**src/rtl/dfh_chain_responder_if.sv**
```systemverilog
// AVMM CSR port bundle for the DFH chain responder, plus a read-only view of
// the responder's control state for checkers.
interface dfh_chain_responder_if #(
  parameter int ADDR_W = 20
);
  // Handshake: a request (avmm_read or avmm_write high) is accepted on a rising
  // clk edge only while avmm_waitrequest is 0. Each accepted read returns exactly
  // one avmm_readdatavalid pulse, in issue order. Writes return nothing.
  logic [ADDR_W-1:0] avmm_address;
  logic              avmm_read;
  logic              avmm_write;
  logic [63:0]       avmm_writedata;
  logic [7:0]        avmm_byteenable;
  logic              avmm_waitrequest;
  logic [63:0]       avmm_readdata;
  logic              avmm_readdatavalid;
  logic [1:0]        dbg_state;

  modport master (
    output avmm_address, avmm_read, avmm_write, avmm_writedata, avmm_byteenable,
    input  avmm_waitrequest, avmm_readdata, avmm_readdatavalid, dbg_state
  );

  modport slave (
    input  avmm_address, avmm_read, avmm_write, avmm_writedata, avmm_byteenable,
    output avmm_waitrequest, avmm_readdata, avmm_readdatavalid, dbg_state
  );
endinterface

```
**src/rtl/dfh_chain_responder.sv**
```systemverilog
// Serves a linked list of Device Feature Headers over AVMM: each STRIDE window
// holds a read-only DFH qword at +0 and a byte-writable scratchpad at +8.
module dfh_chain_responder #(
  parameter int           NUM_FEATURES = 4,
  parameter logic [23:0]  STRIDE       = 24'h1000,
  parameter int           ADDR_W       = 20,
  parameter int           RD_LATENCY   = 2,
  parameter logic [191:0] FEAT_IDS     = {16{12'h000}},
  parameter logic [3:0]   FEAT_MAJOR   = 4'h0,
  parameter logic [3:0]   FEAT_MINOR   = 4'h0
) (
  input  logic                  clk,
  input  logic                  rst,
  dfh_chain_responder_if.slave  bus,
  output logic                  proto_err
);

  localparam int SH    = $clog2(STRIDE);
  localparam int IDX_W = ADDR_W - SH;
  localparam logic [SH-1:0] SCR_OFF = SH'(8);

  typedef enum logic [1:0] {
    ST_RESET = 2'd0,
    ST_INIT  = 2'd1,
    ST_READY = 2'd2
  } state_t;

  state_t state;
  state_t state_nx;
  logic   wait_req;

  logic [ADDR_W-1:0]       addr;
  logic [IDX_W-1:0]        idx;
  logic [SH-1:0]           off;
  logic [NUM_FEATURES-1:0] hit_dfh;
  logic [NUM_FEATURES-1:0] hit_scr;
  logic [63:0]             rd_data;

  logic rd_acc;
  logic wr_acc;

  logic [63:0]           scratch  [NUM_FEATURES];
  logic [RD_LATENCY-1:0] vld_pipe;
  logic [63:0]           dat_pipe [RD_LATENCY];

  function automatic logic [63:0] dfh_word(input int k);
    logic [63:0] w;
    w          = '0;
    w[63:60]   = (k == 0) ? 4'h4 : 4'h3;
    w[51:48]   = FEAT_MINOR;
    w[40]      = (k == NUM_FEATURES - 1);
    w[39:16]   = (k == NUM_FEATURES - 1) ? 24'h0 : STRIDE;
    w[15:12]   = FEAT_MAJOR;
    w[11:0]    = FEAT_IDS[12*k +: 12];
    return w;
  endfunction

  // Control FSM: RESET while rst is high, one INIT cycle to clear state, then
  // READY for good.
  always_ff @(posedge clk or posedge rst) begin
    if (rst) begin
      state <= ST_RESET;
    end else begin
      state <= state_nx;
    end
  end

  always_comb begin
    state_nx = state;
    wait_req = 1'b1;
    case (state)
      ST_RESET: state_nx = ST_INIT;
      ST_INIT:  state_nx = ST_READY;
      ST_READY: wait_req = 1'b0;
      default:  state_nx = ST_RESET;
    endcase
  end

  assign bus.avmm_waitrequest = wait_req;
  assign bus.dbg_state        = state;

  // A simultaneous read+write serves the read and drops the write.
  assign rd_acc = (state == ST_READY) && bus.avmm_read;
  assign wr_acc = (state == ST_READY) && bus.avmm_write && !bus.avmm_read;

  // Window index and offset come straight from address bits; an address past
  // the chain simply matches no feature.
  assign addr = bus.avmm_address;
  assign idx  = addr[ADDR_W-1:SH];
  assign off  = addr[SH-1:0];

  always_comb begin
    hit_dfh = '0;
    hit_scr = '0;
    for (int k = 0; k < NUM_FEATURES; k++) begin
      hit_dfh[k] = (idx == IDX_W'(k)) && (off == '0);
      hit_scr[k] = (idx == IDX_W'(k)) && (off == SCR_OFF);
    end
  end

  always_comb begin
    rd_data = '0;
    for (int k = 0; k < NUM_FEATURES; k++) begin
      if (hit_dfh[k]) begin
        rd_data = dfh_word(k);
      end
      if (hit_scr[k]) begin
        rd_data = scratch[k];
      end
    end
  end

  always_ff @(posedge clk or posedge rst) begin
    if (rst) begin
      for (int k = 0; k < NUM_FEATURES; k++) begin
        scratch[k] <= '0;
      end
    end else if (state == ST_INIT) begin
      for (int k = 0; k < NUM_FEATURES; k++) begin
        scratch[k] <= '0;
      end
    end else if (wr_acc) begin
      for (int k = 0; k < NUM_FEATURES; k++) begin
        for (int b = 0; b < 8; b++) begin
          if (hit_scr[k] && bus.avmm_byteenable[b]) begin
            scratch[k][8*b +: 8] <= bus.avmm_writedata[8*b +: 8];
          end
        end
      end
    end
  end

  // Read data is zeroed at entry so the output needs no gating on valid.
  always_ff @(posedge clk or posedge rst) begin
    if (rst) begin
      vld_pipe <= '0;
      for (int i = 0; i < RD_LATENCY; i++) begin
        dat_pipe[i] <= '0;
      end
    end else begin
      vld_pipe[0] <= rd_acc;
      dat_pipe[0] <= rd_acc ? rd_data : 64'h0;
      for (int i = 1; i < RD_LATENCY; i++) begin
        vld_pipe[i] <= vld_pipe[i-1];
        dat_pipe[i] <= dat_pipe[i-1];
      end
    end
  end

  assign bus.avmm_readdatavalid = vld_pipe[RD_LATENCY-1];
  assign bus.avmm_readdata      = dat_pipe[RD_LATENCY-1];

  always_ff @(posedge clk or posedge rst) begin
    if (rst) begin
      proto_err <= 1'b0;
    end else if ((state == ST_READY) && bus.avmm_read && bus.avmm_write) begin
      proto_err <= 1'b1;
    end
  end

endmodule
```
**src/flat_wrapper.sv**
```systemverilog
// flat-port wrapper written by rule: the top's interface ports become plain ports
module dfh_chain_responder_flat 
#(
  parameter int           NUM_FEATURES = 4,
  parameter logic [23:0]  STRIDE       = 24'h1000,
  parameter int           ADDR_W       = 20,
  parameter int           RD_LATENCY   = 2,
  parameter logic [191:0] FEAT_IDS     = {16{12'h000}},
  parameter logic [3:0]   FEAT_MAJOR   = 4'h0,
  parameter logic [3:0]   FEAT_MINOR   = 4'h0
)
  (clk, rst, proto_err, bus_avmm_address, bus_avmm_read, bus_avmm_write, bus_avmm_writedata, bus_avmm_byteenable, bus_avmm_waitrequest, bus_avmm_readdata, bus_avmm_readdatavalid, bus_dbg_state);
  dfh_chain_responder_if #(.ADDR_W(ADDR_W)) bus_i ();
  input  logic clk;
  input  logic rst;
  output logic proto_err;
  input wire logic [$bits(bus_i.avmm_address)-1:0] bus_avmm_address;
  input wire logic [$bits(bus_i.avmm_read)-1:0] bus_avmm_read;
  input wire logic [$bits(bus_i.avmm_write)-1:0] bus_avmm_write;
  input wire logic [$bits(bus_i.avmm_writedata)-1:0] bus_avmm_writedata;
  input wire logic [$bits(bus_i.avmm_byteenable)-1:0] bus_avmm_byteenable;
  output wire logic [$bits(bus_i.avmm_waitrequest)-1:0] bus_avmm_waitrequest;
  output wire logic [$bits(bus_i.avmm_readdata)-1:0] bus_avmm_readdata;
  output wire logic [$bits(bus_i.avmm_readdatavalid)-1:0] bus_avmm_readdatavalid;
  output wire logic [$bits(bus_i.dbg_state)-1:0] bus_dbg_state;
  assign bus_i.avmm_address = bus_avmm_address;
  assign bus_i.avmm_read = bus_avmm_read;
  assign bus_i.avmm_write = bus_avmm_write;
  assign bus_i.avmm_writedata = bus_avmm_writedata;
  assign bus_i.avmm_byteenable = bus_avmm_byteenable;
  assign bus_avmm_waitrequest = bus_i.avmm_waitrequest;
  assign bus_avmm_readdata = bus_i.avmm_readdata;
  assign bus_avmm_readdatavalid = bus_i.avmm_readdatavalid;
  assign bus_dbg_state = bus_i.dbg_state;
  dfh_chain_responder #(.NUM_FEATURES(NUM_FEATURES), .STRIDE(STRIDE), .ADDR_W(ADDR_W), .RD_LATENCY(RD_LATENCY), .FEAT_IDS(FEAT_IDS), .FEAT_MAJOR(FEAT_MAJOR), .FEAT_MINOR(FEAT_MINOR)) u_core (.clk(clk), .rst(rst), .bus(bus_i), .proto_err(proto_err));
endmodule
```
**config.mk**
```make
export PLATFORM = sky130hd
export DESIGN_NAME = dfh_chain_responder_flat
export DESIGN_NICKNAME = d
export VERILOG_FILES = /design/src/rtl/dfh_chain_responder_if.sv /design/src/rtl/dfh_chain_responder.sv /design/src/flat_wrapper.sv
export SDC_FILE = /design/constraint.sdc
export NUM_CORES = 1
export LEC_CHECK = 0
export ABC_AREA = 1
export CORE_MARGIN = 1.5
export CORE_UTILIZATION = 42
export DETAILED_ROUTE_END_ITERATION = 10
export PLACE_DENSITY = 0.7
export SYNTH_ARGS = -nofsm -noshare
export SYNTH_HDL_FRONTEND = slang
export SYNTH_SLANG_ARGS = --single-unit
```
**constraint.sdc**
```tcl
create_clock -name clk -period 15.12 [get_ports clk]
set_input_delay 2.268 -clock clk [delete_from_list [all_inputs] [get_ports clk]]
set_output_delay 2.268 -clock clk [all_outputs]
set_load 0.005 [all_outputs]
```
# [After elaboration in Yosys (flattened, before gate mapping)]
# Cells that the tools add are included.
[op_classes] n_eq_ne=6 muxes=45 n_reduce_logical=113
[op_table] cell="two-way mux 256 bit" count=2
[op_table] cell="two-way mux 64 bit" count=8
[op_table] cell="two-way mux 8 bit" count=32
[op_table] cell="nonzero test 2 bit" count=33
[op_table] cell="AND reduction 2 bit" count=32
[op_table] cell="two-way mux 63 bit" count=1
[op_table] cell="logical AND 1 bit" count=44
[op_table] cell="== test 8 x 2 -> 1 bit, second input constant" count=2
[op_table] cell="== test 12 x 4 -> 1 bit, second input constant" count=1
[op_table] cell="zero test 12 bit" count=1
[op_table] cell="== test 8 x 1 -> 1 bit, second input constant" count=1
[op_table] cell="zero test 8 bit" count=1
[op_table] cell="one-hot mux 2 bit (3 select lines)" count=1
[op_table] cell="== test 2 x 1 -> 1 bit, second input constant" count=1
[op_table] cell="== test 2 bit, second input constant" count=1
[op_table] cell="zero test 2 bit" count=1
[op_table] cell="zero test 1 bit" count=1
[op_table] cell="two-way mux 1 bit" count=1
[totals] register_bits=389 out_inout_bits=69 elab_cells=201

# [Depth between registers and ports, before layout]
# Gate-level depths: netlist of the first run.
[depth] word_depth=11 mapped_depth=11 ltp_nobuf=10

# [Least setup slack after synthesis of the first run]
# OpenSTA, ideal clock, no wires.
[synth_timing] path_type="input to register" start="in bus_avmm_address[19]" end="reg u_core.scratch[144] (netlist bit)" setup_ns=0.122 arrival_time_ns=3.458 setup_slack_ns=11.539 path_stages=10 n_path_buf=2 path_cell_list="nor2_1 -> nand2_2 -> nor2_2 -> nand3_1 -> buf_4 -> nor2_1 -> nor2_1 -> buf_2 -> nand2_1 -> o21ai_1"
[synth_via] elab_chain_len=5
[synth_rtl] element="start, declared" line_no="flat_wrapper.sv:17" source="input wire logic [$bits(bus_i.avmm_address)-1:0] bus_avmm_address;"
[synth_rtl] element="== test 8 x 1 -> 1 bit" line_no="dfh_chain_responder.sv:97" source="hit_scr[k] = (idx == IDX_W'(k)) && (off == SCR_OFF);"
[synth_rtl] element="logical AND 1 bit" line_no="dfh_chain_responder.sv:97"
[synth_rtl] element="logical AND 1 bit" line_no="dfh_chain_responder.sv:125" source="if (hit_scr[k] && bus.avmm_byteenable[b]) begin"
[synth_rtl] element="nonzero test 2 bit (no line)"
[synth_rtl] element="AND reduction 2 bit (no line)"
[synth_rtl] element="end signal, assigned by index" line_no="dfh_chain_responder.sv:126" source="scratch[k][8*b +: 8] <= bus.avmm_writedata[8*b +: 8];"
[synth_rtl] element="end, declared" line_no="dfh_chain_responder.sv:42" source="logic [63:0] scratch [NUM_FEATURES];"
# No other way between the ends.
# A chain may end at the register's enable or synchronous reset.

# [Worst setup path after layout of the first run]
[layout_timing] start="in bus_avmm_address[3]" end="reg u_core.scratch[93] (netlist bit)"
[layout_via] elab_chain_len=5
[layout_rtl] element="== test 12 x 4 -> 1 bit" line_no="dfh_chain_responder.sv:97"
[layout_rtl] element="logical AND 1 bit" line_no="dfh_chain_responder.sv:97"
[layout_rtl] element="logical AND 1 bit" line_no="dfh_chain_responder.sv:125"
[layout_rtl] element="nonzero test 2 bit (no line)"
[layout_rtl] element="AND reduction 2 bit (no line)"
# No other way between the ends.

==> results of run 1 <==
==> layer usage <==
layer / vias to the layer above / global-route usage, % / part of all wire, %
met1: 5783 / 28.3 / 46
li1: 5610 / - / -
met4: 0 / 6.42 / 2.7
met2: 414 / 30.4 / 46
met3: 71 / 2.93 / 5.7
met5: - / 0 / 0
==> path summary, 6_finish.rpt <==
check	startpoint	to	slack [ns]	cells after the start
max in group asynchronous	rst	u_core.bus.avmm_readdata[0]$_DFF_PP0_	10.46	4
setup / recovery	bus_avmm_address[3]	u_core.scratch[93]$_DFFE_PP0P_	9.80	9
hold / removal	u_core.dat_pipe[66]$_DFF_PP0_	u_core.bus.avmm_readdata[2]$_DFF_PP0_	0.35	0
hold reg to reg	u_core.dat_pipe[66]$_DFF_PP0_	u_core.bus.avmm_readdata[2]$_DFF_PP0_	0.35	0
setup reg to reg	u_core.bus.dbg_state[0]$_DFFE_PP0P_	u_core.scratch[255]$_DFFE_PP0P_	12.66	7
min in group asynchronous	rst	u_core.bus.avmm_readdata[12]$_DFF_PP0_	2.23	2
==> cell families (layout without fill, tap and decap cells) <==
logic type,count (synthesis),count (layout)
AND/OR/NAND/NOR,731,731
flip-flops,389,389
AO/OA/AOI/OAI,340,340
buffers and inverters,190,271
==> layout make-up <==
cell class | instances | area share [%]
inverters | 22 | 0.484
flip-flops and latches | 389 | 52.3
clock inverters | 12 | 0.699
well taps | 511 | 3.43
multi-input cells | 1071 | 27.2
clock buffers | 58 | 6.46
repair buffers | 179 | 9.42
==> through the flow <==
| stage | hold slack, ns | power, W | setup WS, ns |
|---|---|---|---|
| 2_1_floorplan | 0.331 | 0.00109 | 2.04 |
| 3_3_place_gp | 0.333 | 0.00114 | 9.34 |
| 3_5_place_dp | 0.335 | 0.00114 | 9.26 |
| 4_1_cts | 0.348 | 0.00213 | 9.82 |
| 5_1_grt | 0.351 | 0.00218 | 9.50 |
| 6_report | 0.346 | 0.00211 | 9.80 |
==> where the power goes <==
| part | switching, W | total [W] | internal (W) |
|---|---|---|---|
| combinational | 0.0000478 | 0.0000741 | 0.0000263 |
| clock | 0.000402 | 0.000990 | 0.000588 |
| sequential | 0.0000000637 | 0.00104 | 0.00104 |
| total | 0.000450 | 0.00211 | 0.00166 |
==> synthesized netlist by cell type <==
cell type | instances | area share [%]
buf_6 | 18 | 1.3
nand4_1 | 122 | 4.8
buf_4 | 69 | 3.3
buf_1 | 5 | 0.12
nor3_1 | 1 | 0.031
nor2_1 | 126 | 3.0
inv_1 | 20 | 0.47
buf_2 | 34 | 1.1
nand2_1 | 402 | 9.5
clkbuf_1 | 42 | 0.99
a31oi_1 | 1 | 0.039
nor2_2 | 3 | 0.12
o21ai_1 | 123 | 3.9
nor2_8 | 1 | 0.13
o21a_1 | 1 | 0.047
a21oi_1 | 65 | 2.0
a31oi_2 | 3 | 0.24
nor2_4 | 3 | 0.21
nand2_2 | 3 | 0.12
o21bai_1 | 1 | 0.047
inv_2 | 2 | 0.047
a31oi_4 | 5 | 0.67
o21ai_0 | 141 | 4.4
nor3_4 | 1 | 0.10
nand3b_4 | 1 | 0.13
nand3_1 | 66 | 2.1
dfrtp_1 | 389 | 61
nand2_4 | 2 | 0.14
==> registers in the layout (all words and copies together), names as in the netlist <==
name                      flops
u_core.bus.dbg_state          2
u_core.dat_pipe              64
u_core.bus.avmm_readdata     64
u_core.proto_err              1
u_core.vld_pipe               2
u_core.scratch              256
==> metrics.yaml, run 1 <==
crit_slowest_cell: "nor2_4"
drt_pass1_iterations: 6
status: "finished clean"
placed_cells: 2172
synth_cell_types: 28
initial_core_util_pct: 42.5
hpwl_mm: 23.3
io_buffers: 164
cp.arrival_ns: 5.71
layout.cells.non_filler: 2242
period_share_pct: 35.2
cts_buffers: 41
worstSetupStartpointType: "input pin"
synthSimpleGateAreaFrac_pct: 20.3
track_usage_pct: 19.6
clock_path_buffers: 3
crit_top_cell: "nand2_1"
antenna_found_initial: 0
syn_area_per_cell_um2: 9.65
antenna_cells: 0
numClockSinks: 389
report.final.hold_viol_count: 0
clk_pin_slew_ns: 0.06
synth-compound-area-share_pct: 11.4
grt_start_max_net_pins: 101
yosysSeqAreaShare_pct: 61.1
insertion_delay_ns: 0.53
layout_common_cells: "nand2_1 (402), dfrtp_1 (389), clkdlybuf4s50_1 (164), o21ai_0 (141), nor2_1 (125)"
io_pins: 165
syn-num-nets: 1746
rsz0062_at_grt: "false"
cts_resized: 0
drive_above_1_share_pct: 6.07
dieArea_um2: 39100
grt_pass1_wl_mm: 61.2
max_freq_mhz: 188
cts_root_buf: "clkbuf_16"
final.fill_count: 3465
postLayoutCoreUtil_pct: 49.7
multi_input_area_um2: 5060
worstSetupEndpointType: "flop"
post_cts_buffers: 0
synth_top_family_by_area: "simple AND/OR/NAND/NOR gates"
cts_tree: "yes"
max_stage_delay_ns: 0.78
rows: 71
yosys_warnings: 0
grt_pass1_vias: 11500
clock_tree.htree_level_count: 2
relSlewSlack_pct: 27.1
cts_hold_buf: 0
maxCapViolCount: 0
period_minus_slack_ns: 5.32
finalClockSkew_ns: 0.00719
synth.area.mux_share_pct: 0
die_h_um: 198
routed_via_density: 5.30
required_ns: 15.51
ant_nets: 0
setup_tns_ns: 0
cp_max_fo: 46
nets: 1800
drc: 0
worst_slew_pin_slew_ns: 1.09
dpl_cell_area_um2: 17300
grt_overflow: 0
final_common_cell: "nand2_1"
postLayoutCellArea_um2: 18600
synth_fa_ha_area_share_pct: 0
totalWireLength_mm: 37.8
wl_per_cell_um: 16.9
hold_class: "flop to flop"
netlist_instances: 1650
syn_area_um2: 15900
regArea_um2: 9730
synth-seq-cells: 389
via_count: 11900
syn2layout_area_growth_pct: 16.9
crit_chain: "clkdlybuf4s50_1, nand2_1, nor2_4, nand2_2, nor2_8, buf_4, a31oi_2, nand2_1, o21ai_1"
critPathKind: "input pin to flop"
power.density_nw_per_um2: 113
synth-xor-area-share_pct: 0
ir_worst_vdd_v: 0.0000699
path_delay_family: "simple AND/OR/NAND/NOR gates"
drtIter0Drc: 1023
core_um2: 37500
setup_viol: 0
power.leakage_nw: 8.47
path_buf_inv: 2
place.gp.congestion: 0.788
maxSlewViolCount: 0
die_w_um: 198
Note: power is estimated with default switching activity, not from simulation.
==> run 2: changes to the inputs <==
--- a/config.mk
+++ b/config.mk
@@ -9,7 +9,7 @@
 export CORE_MARGIN = 1.5
 export CORE_UTILIZATION = 42
 export DETAILED_ROUTE_END_ITERATION = 10
-export PLACE_DENSITY = 0.7
+export PLACE_DENSITY = 0.72
 export SYNTH_ARGS = -nofsm -noshare
 export SYNTH_HDL_FRONTEND = slang
 export SYNTH_SLANG_ARGS = --single-unit
==> constraint.sdc (replaced) <==
create_clock -name clk -period 4.5 [get_ports clk]
set_input_delay 0.675 -clock clk [delete_from_list [all_inputs] [get_ports clk]]
set_output_delay 0.675 -clock clk [all_outputs]
set_load 0.005 [all_outputs]
==> run 2 against run 1 <==
Net effect:
- via count is 1.1% higher
- clock skew rose by 0.0017 ns
- clock-buffer cell count is 1 lower
- global-route usage increased by 0.59 points
- first-iteration DRC count increased by 7.7%
==> metrics.yaml, run 2 (synthesis gave the netlist of run 1 again) <==
post_cts_buffers: 0  # unchanged
place.gp.congestion: 0.782  # was 0.788
holdCritStartpoint: "u_core.dat_pipe[100]$_DFF_PP0_"  # was u_core.dat_pipe[66]$_DFF_PP0_
numClockSinks: 389  # unchanged
report.final.hold_viol_count: 0  # unchanged
cp_max_fo: 16  # was 46
ir_worst_vdd_v: 0.000216  # was 0.0000699 V
cts_buffers: 40  # was 41
wl_per_cell_um: 17.1  # was 16.9 um
nets: 1808  # was 1800
period_minus_slack_ns: 2.80
setup_viol: 0  # unchanged
worstSetupStartpointType: "input pin"  # unchanged
min_to: "u_core.bus.avmm_readdata[36]$_DFF_PP0_"  # was u_core.bus.avmm_readdata[2]$_DFF_PP0_
layout.cells.non_filler: 2251  # was 2242
totalWireLength_mm: 38.4  # was 37.8 mm
cts_tree: "yes"  # unchanged
layout_common_cells: "nand2_1 (402), dfrtp_1 (389), clkdlybuf4s50_1 (164), o21ai_0 (141), nor2_1 (125)"  # unchanged
via_count: 12000  # was 11.9k
rsz0062_at_grt: "false"  # unchanged
final.fill_count: 3437  # was 3465
required_ns: 4.86  # was 15.51 ns
drtIter0Drc: 1102  # was 1023
ant_nets: 0  # unchanged
rows: 71  # unchanged
antenna_found_initial: 0  # unchanged
drc: 0  # unchanged
clock_tree.htree_level_count: 2  # unchanged
maxCapViolCount: 0  # unchanged
r2r_end: "u_core.scratch[252]$_DFFE_PP0P_"  # was u_core.scratch[255]$_DFFE_PP0P_
io_pins: 165  # unchanged
pwr-share-seq_pct: 48.8  # was 49.5%
largest_reg_flops: 256  # unchanged
period_share_pct: 62.2
relSlewSlack_pct: 24.6  # was 27.1%
track_usage_pct: 20.2  # was 19.6%
power_frac_clock_pct: 47.6  # was 47.0%
power_switching_w: 0.00149  # was 0.000450 W
insertion_delay_ns: 0.52  # was 0.53 ns
syn2layout_area_growth_pct: 17.8  # was 16.9%
r2r_slack_ns: 2.18  # was 12.66 ns
switching_share_pct: 20.7  # was 21.4%
cts_hold_buf: 0  # unchanged
grt_pass1_vias: 12000  # was 11.5k
worstSetupEndpointType: "flop"  # unchanged
routed_via_density: 5.33  # was 5.30
reg2reg_depth: 7  # unchanged
cts_resized: 0  # unchanged
io_buffers: 164  # unchanged
final_common_cell: "nand2_1"  # unchanged
cts_root_buf: "clkbuf_16"  # unchanged
die_w_um: 198  # unchanged
placed_cells: 2181  # was 2172
r2r-start: "u_core.bus.dbg_state[1]$_DFFE_PP0P_"  # was u_core.bus.dbg_state[0]$_DFFE_PP0P_
power.density_nw_per_um2: 382  # was 113 nW/um^2
setup_tns_ns: 0  # unchanged
initial_core_util_pct: 42.5  # unchanged
grt_pass1_wl_mm: 62.9  # was 61.2 mm
multi_input_area_um2: 5060  # unchanged
grt_overflow: 0  # unchanged
critPathKind: "input pin to flop"  # unchanged
internal_power_w: 0.00568  # was 0.00166 W
regArea_um2: 9730  # unchanged
regMostFlops: "u_core.scratch"  # unchanged
worst_slew_pin_slew_ns: 1.13  # was 1.09 ns
power.leakage_nw: 8.55  # was 8.47 nW
hold_class: "flop to flop"  # unchanged
die_h_um: 198  # unchanged
status: "finished clean"  # unchanged
finalClockSkew_ns: 0.00889  # was 0.00719 ns
cp.arrival_ns: 3.15  # was 5.71 ns
maxSlewViolCount: 0  # unchanged
pwr-share-comb_pct: 3.6  # was 3.5%
hpwl_mm: 23.7  # was 23.3 mm
grt_start_max_net_pins: 90  # was 101
drive_above_1_share_pct: 6.78  # was 6.07%
clk_pin_slew_ns: 0.06  # about the same
core_um2: 37500  # unchanged
drt_pass1_iterations: 5  # was 6
clock_path_buffers: 3  # unchanged
dieArea_um2: 39100  # unchanged
min_path_cells: 0  # unchanged
max_freq_mhz: 357
antenna_cells: 0  # unchanged
-- run 2: changes by cell type in the layout (fill, tap and decap cells not counted), sizes merged --
cell / delta
inv: -2
buf: +9
clkinvlp: +1
bufinv: +2
clkbuf: -1
-- run 2: through the flow --
step	worst slack, ns	cell area, um^2	total power (W)	utilization (%)	hold WS, ns
6_report	1.70	18800	0.00717	50.0	0.345
5_1_grt	1.47	18800	0.00740	50.0	0.351
4_1_cts	1.75	18800	0.00725	50.0	0.348
3_5_place_dp	1.20	17400	0.00383	46.4	0.335
3_3_place_gp	1.29	17400	0.00383	46.4	0.332
2_1_floorplan	-1.41	15900	0.00368	-	0.331
-- run 2: power by group through the flow --
stage	Sequential (W)	Combinational, W	Clock (W)
5_1_grt	0.00350	0.000289	0.00362
6_report	0.00350	0.000260	0.00341
2_1_floorplan	0.00357	0.000110	0
3_3_place_gp	0.00356	0.000263	0
4_1_cts	0.00350	0.000266	0.00348
3_5_place_dp	0.00356	0.000265	0
-- run 2: worst max-delay path by stage --
stage / startpoint / end / depth (start not counted)
detailed placement: bus_avmm_address[3] / u_core.scratch[81]$_DFFE_PP0P_ / 9
global placement: bus_avmm_address[3] / u_core.scratch[92]$_DFFE_PP0P_ / 9
floorplan: rst / u_core.bus.avmm_readdata[0]$_DFF_PP0_ / 1
finish: bus_avmm_address[12] / u_core.scratch[152]$_DFFE_PP0P_ / 9
global route: bus_avmm_address[12] / u_core.scratch[132]$_DFFE_PP0P_ / 9
CTS: bus_avmm_address[3] / u_core.scratch[81]$_DFFE_PP0P_ / 9
-- run 2: critical path, cell delays in order --
cell and delay, ns:
clkdlybuf4s50_1 0.50, inv_1 0.18, nor2_1 0.06, nand2_1 0.10, nor2_4 0.04, nand3_1 0.47, nor2_1 0.08, nor2_1 0.85
o21ai_0 0.19
-- run 2: area by class of cell --
type | instances | area share (%)
well taps | 511 | 3.41
flip-flops and latches | 389 | 51.9
inverters | 22 | 0.460
clock buffers | 57 | 6.43
multi-input cells | 1071 | 27.0
repair buffers | 188 | 9.91
clock inverters | 13 | 0.907
-- run 2: per-layer routing --
layer  up-vias  track usage (%)  routed length, um
li1       5626                -                  -
met1      5928             27.4              16800
met2       380             33.2              18400
met3        71             2.91               2000
met4         0             7.18               1110
met5         -                0                  0
==> run 3: changes to the inputs <==
--- a/config.mk
+++ b/config.mk
@@ -9,7 +9,7 @@
 export CORE_MARGIN = 1.5
 export CORE_UTILIZATION = 42
 export DETAILED_ROUTE_END_ITERATION = 10
-export PLACE_DENSITY = 0.72
+export PLACE_DENSITY = 0.7
 export SYNTH_ARGS = -nofsm -noshare
 export SYNTH_HDL_FRONTEND = slang
 export SYNTH_SLANG_ARGS = --single-unit
==> constraint.sdc (replaced) <==
create_clock -name clk -period 2.9 [get_ports clk]
set_input_delay 0.435 -clock clk [delete_from_list [all_inputs] [get_ports clk]]
set_output_delay 0.435 -clock clk [all_outputs]
set_load 0.005 [all_outputs]
==> run 3 against run 2 <==
Net effect:
- via count is 0.12% higher
- first-iteration DRC count is 4.5% lower
- worst setup slack worse by 1.1 ns
- critical path depth is 2 higher
==> metrics.yaml, run 3 (synthesis gave the netlist of run 1 again) <==
final.fill_count: 3391  # was 3437
regMostFlops: "u_core.scratch"  # unchanged
rsz0062_at_grt: "false"  # unchanged
io_pins: 165  # unchanged
pwr-share-seq_pct: 50.3  # was 48.8%
maxCapViolCount: 0  # unchanged
post_cts_buffers: 0  # unchanged
relSlewSlack_pct: 30.5  # was 24.6%
io_buffers: 164  # unchanged
finalClockSkew_ns: 0.0139  # was 0.00889 ns
dieArea_um2: 39100  # unchanged
final_common_cell: "nand2_1"  # unchanged
worstSetupEndpointType: "flop"  # unchanged
core_um2: 37500  # unchanged
power.density_nw_per_um2: 569  # was 382 nW/um^2
hold_slack_ns: 0.343  # was 0.345 ns
clock_tree.htree_level_count: 2  # unchanged
ant_nets: 0  # unchanged
via_count: 12000  # about the same
totalWireLength_mm: 38.8  # was 38.4 mm
cts_root_buf: "clkbuf_16"  # unchanged
place.gp.congestion: 0.769  # was 0.782
report.final.hold_viol_count: 0  # unchanged
syn2layout_area_growth_pct: 19.1  # was 17.8%
clk_pin_slew_ns: 0.06  # about the same
antenna_found_initial: 0  # unchanged
power.leakage_nw: 8.65  # was 8.55 nW
cts_tree: "yes"  # unchanged
grt_pass1_vias: 11800  # was 12.0k
pwr-share-comb_pct: 3.8  # was 3.6%
dp_slack_ns: 0.145  # was 1.20 ns
cts_resized: 0  # unchanged
largest_reg_flops: 256  # unchanged
initial_core_util_pct: 42.5  # unchanged
max_freq_mhz: 437
critPathKind: "input pin to flop"  # unchanged
grt_overflow: 0  # unchanged
hold_class: "flop to flop"  # unchanged
cts_hold_buf: 0  # unchanged
antenna_cells: 0  # unchanged
cp_max_fo: 16  # unchanged
setup_viol: 0  # unchanged
required_ns: 3.34  # was 4.86 ns
period_minus_slack_ns: 2.29
layout_common_cells: "nand2_1 (402), dfrtp_1 (389), clkdlybuf4s50_1 (164), o21ai_0 (141), nor2_1 (125)"  # unchanged
insertion_delay_ns: 0.53  # was 0.52 ns
maxSlewViolCount: 0  # unchanged
routed_via_density: 5.28  # was 5.33
wl_per_cell_um: 17.1  # about the same
cp.arrival_ns: 2.73  # was 3.15 ns
status: "finished clean"  # unchanged
hpwl_mm: 24.4  # was 23.7 mm
grt_start_max_net_pins: 79  # was 90
power_frac_clock_pct: 45.9  # was 47.6%
drt_pass1_iterations: 5  # unchanged
internal_power_w: 0.00852  # was 0.00568 W
period_share_pct: 78.9
worst_slew_pin_slew_ns: 1.04  # was 1.13 ns
numClockSinks: 389  # unchanged
ir_worst_vdd_v: 0.000327  # was 0.000216 V
rows: 71  # unchanged
drc: 0  # unchanged
switching_share_pct: 21.0  # was 20.7%
fin_ws_ns: 0.612  # was 1.70 ns
cts_buffers: 41  # was 40
grt_pass1_wl_mm: 62.6  # was 62.9 mm
power_switching_w: 0.00227  # was 0.00149 W
worstSetupStartpointType: "input pin"  # unchanged
track_usage_pct: 20.2  # about the same
clock_path_buffers: 3  # unchanged
drive_above_1_share_pct: 7.77  # was 6.78%
die_h_um: 198  # unchanged
drtIter0Drc: 1052  # was 1102
nets: 1838  # was 1808
die_w_um: 198  # unchanged
## run 3: changes by cell type in the layout (fill, tap and decap cells not counted), sizes merged
cell / before / now
clkinv: 7 / 6
bufinv: 4 / 2
buf: 24 / 53
clkinvlp: 3 / 1
## run 3: final timing paths
check	end	startpoint	slack (ns)	cells past startpoint
setup / recovery	u_core.scratch[52]$_DFFE_PP0P_	bus_avmm_address[19]	0.61	11
hold / removal	u_core.bus.avmm_readdata[28]$_DFF_PP0_	u_core.dat_pipe[92]$_DFF_PP0_	0.34	0
setup reg to reg	u_core.scratch[26]$_DFFE_PP0P_	u_core.bus.dbg_state[1]$_DFFE_PP0P_	0.68	5
hold reg to reg	u_core.bus.avmm_readdata[28]$_DFF_PP0_	u_core.dat_pipe[92]$_DFF_PP0_	0.34	0
max in group asynchronous	u_core.bus.avmm_readdata[46]$_DFF_PP0_	rst	1.73	3
min in group asynchronous	u_core.dat_pipe[80]$_DFF_PP0_	rst	0.37	2
## run 3: critical path, stage by stage
cell,delay [ns]
clkdlybuf4s50_1,0.46
nor2_1,0.05
nand2_2,0.14
nor3_1,0.07
buf_4,0.15
nand3_1,0.09
buf_4,0.19
nor2_1,0.05
nor2_1,0.77
nand2_1,0.15
o21ai_1,0.15
## run 3: cell type report
type                       count  area, um^2  area share, %
clock inverter                 8        93.8          0.495
timing repair buffer         217        2190           11.5
sequential                   389        9730           51.3
inverter                      22        86.3          0.455
clock buffer                  57        1160           6.10
tap                          511         639           3.37
multi-input combinational   1071        5060           26.7
## run 3: per-layer routing
metal  vias to the layer above  GRT usage (%)  share of wire (%)
met5                         -              0                  0
met4                         0           7.10                3.2
met3                        77           3.58                6.2
met2                       390           32.1                 47
met1                      5874           27.9                 44
li1                       5679              -                  -
## run 3: power by group through the flow
stage                     clock [W]  combinational, W  sequential [W]
after floorplan                   0          0.000171         0.00553
after global placement            0          0.000416         0.00553
after detailed placement          0          0.000419         0.00553
after CTS                   0.00505          0.000421         0.00543
after global routing        0.00529          0.000457         0.00543
final                       0.00495          0.000411         0.00543
## run 3: stage by stage
step / cells / util, % / total power, W / area (um^2) / TNS, ns
floorplan: 1650 / - / 0.00570 / 15900 / -1076.33
global placement: 2210 / 47.3 / 0.00595 / 17700 / 0
detailed placement: 2210 / 47.3 / 0.00595 / 17700 / 0
CTS: 2275 / 50.6 / 0.0109 / 19000 / 0
global route: 2275 / 50.6 / 0.0112 / 19000 / 0
finish: 2275 / 50.6 / 0.0108 / 19000 / 0
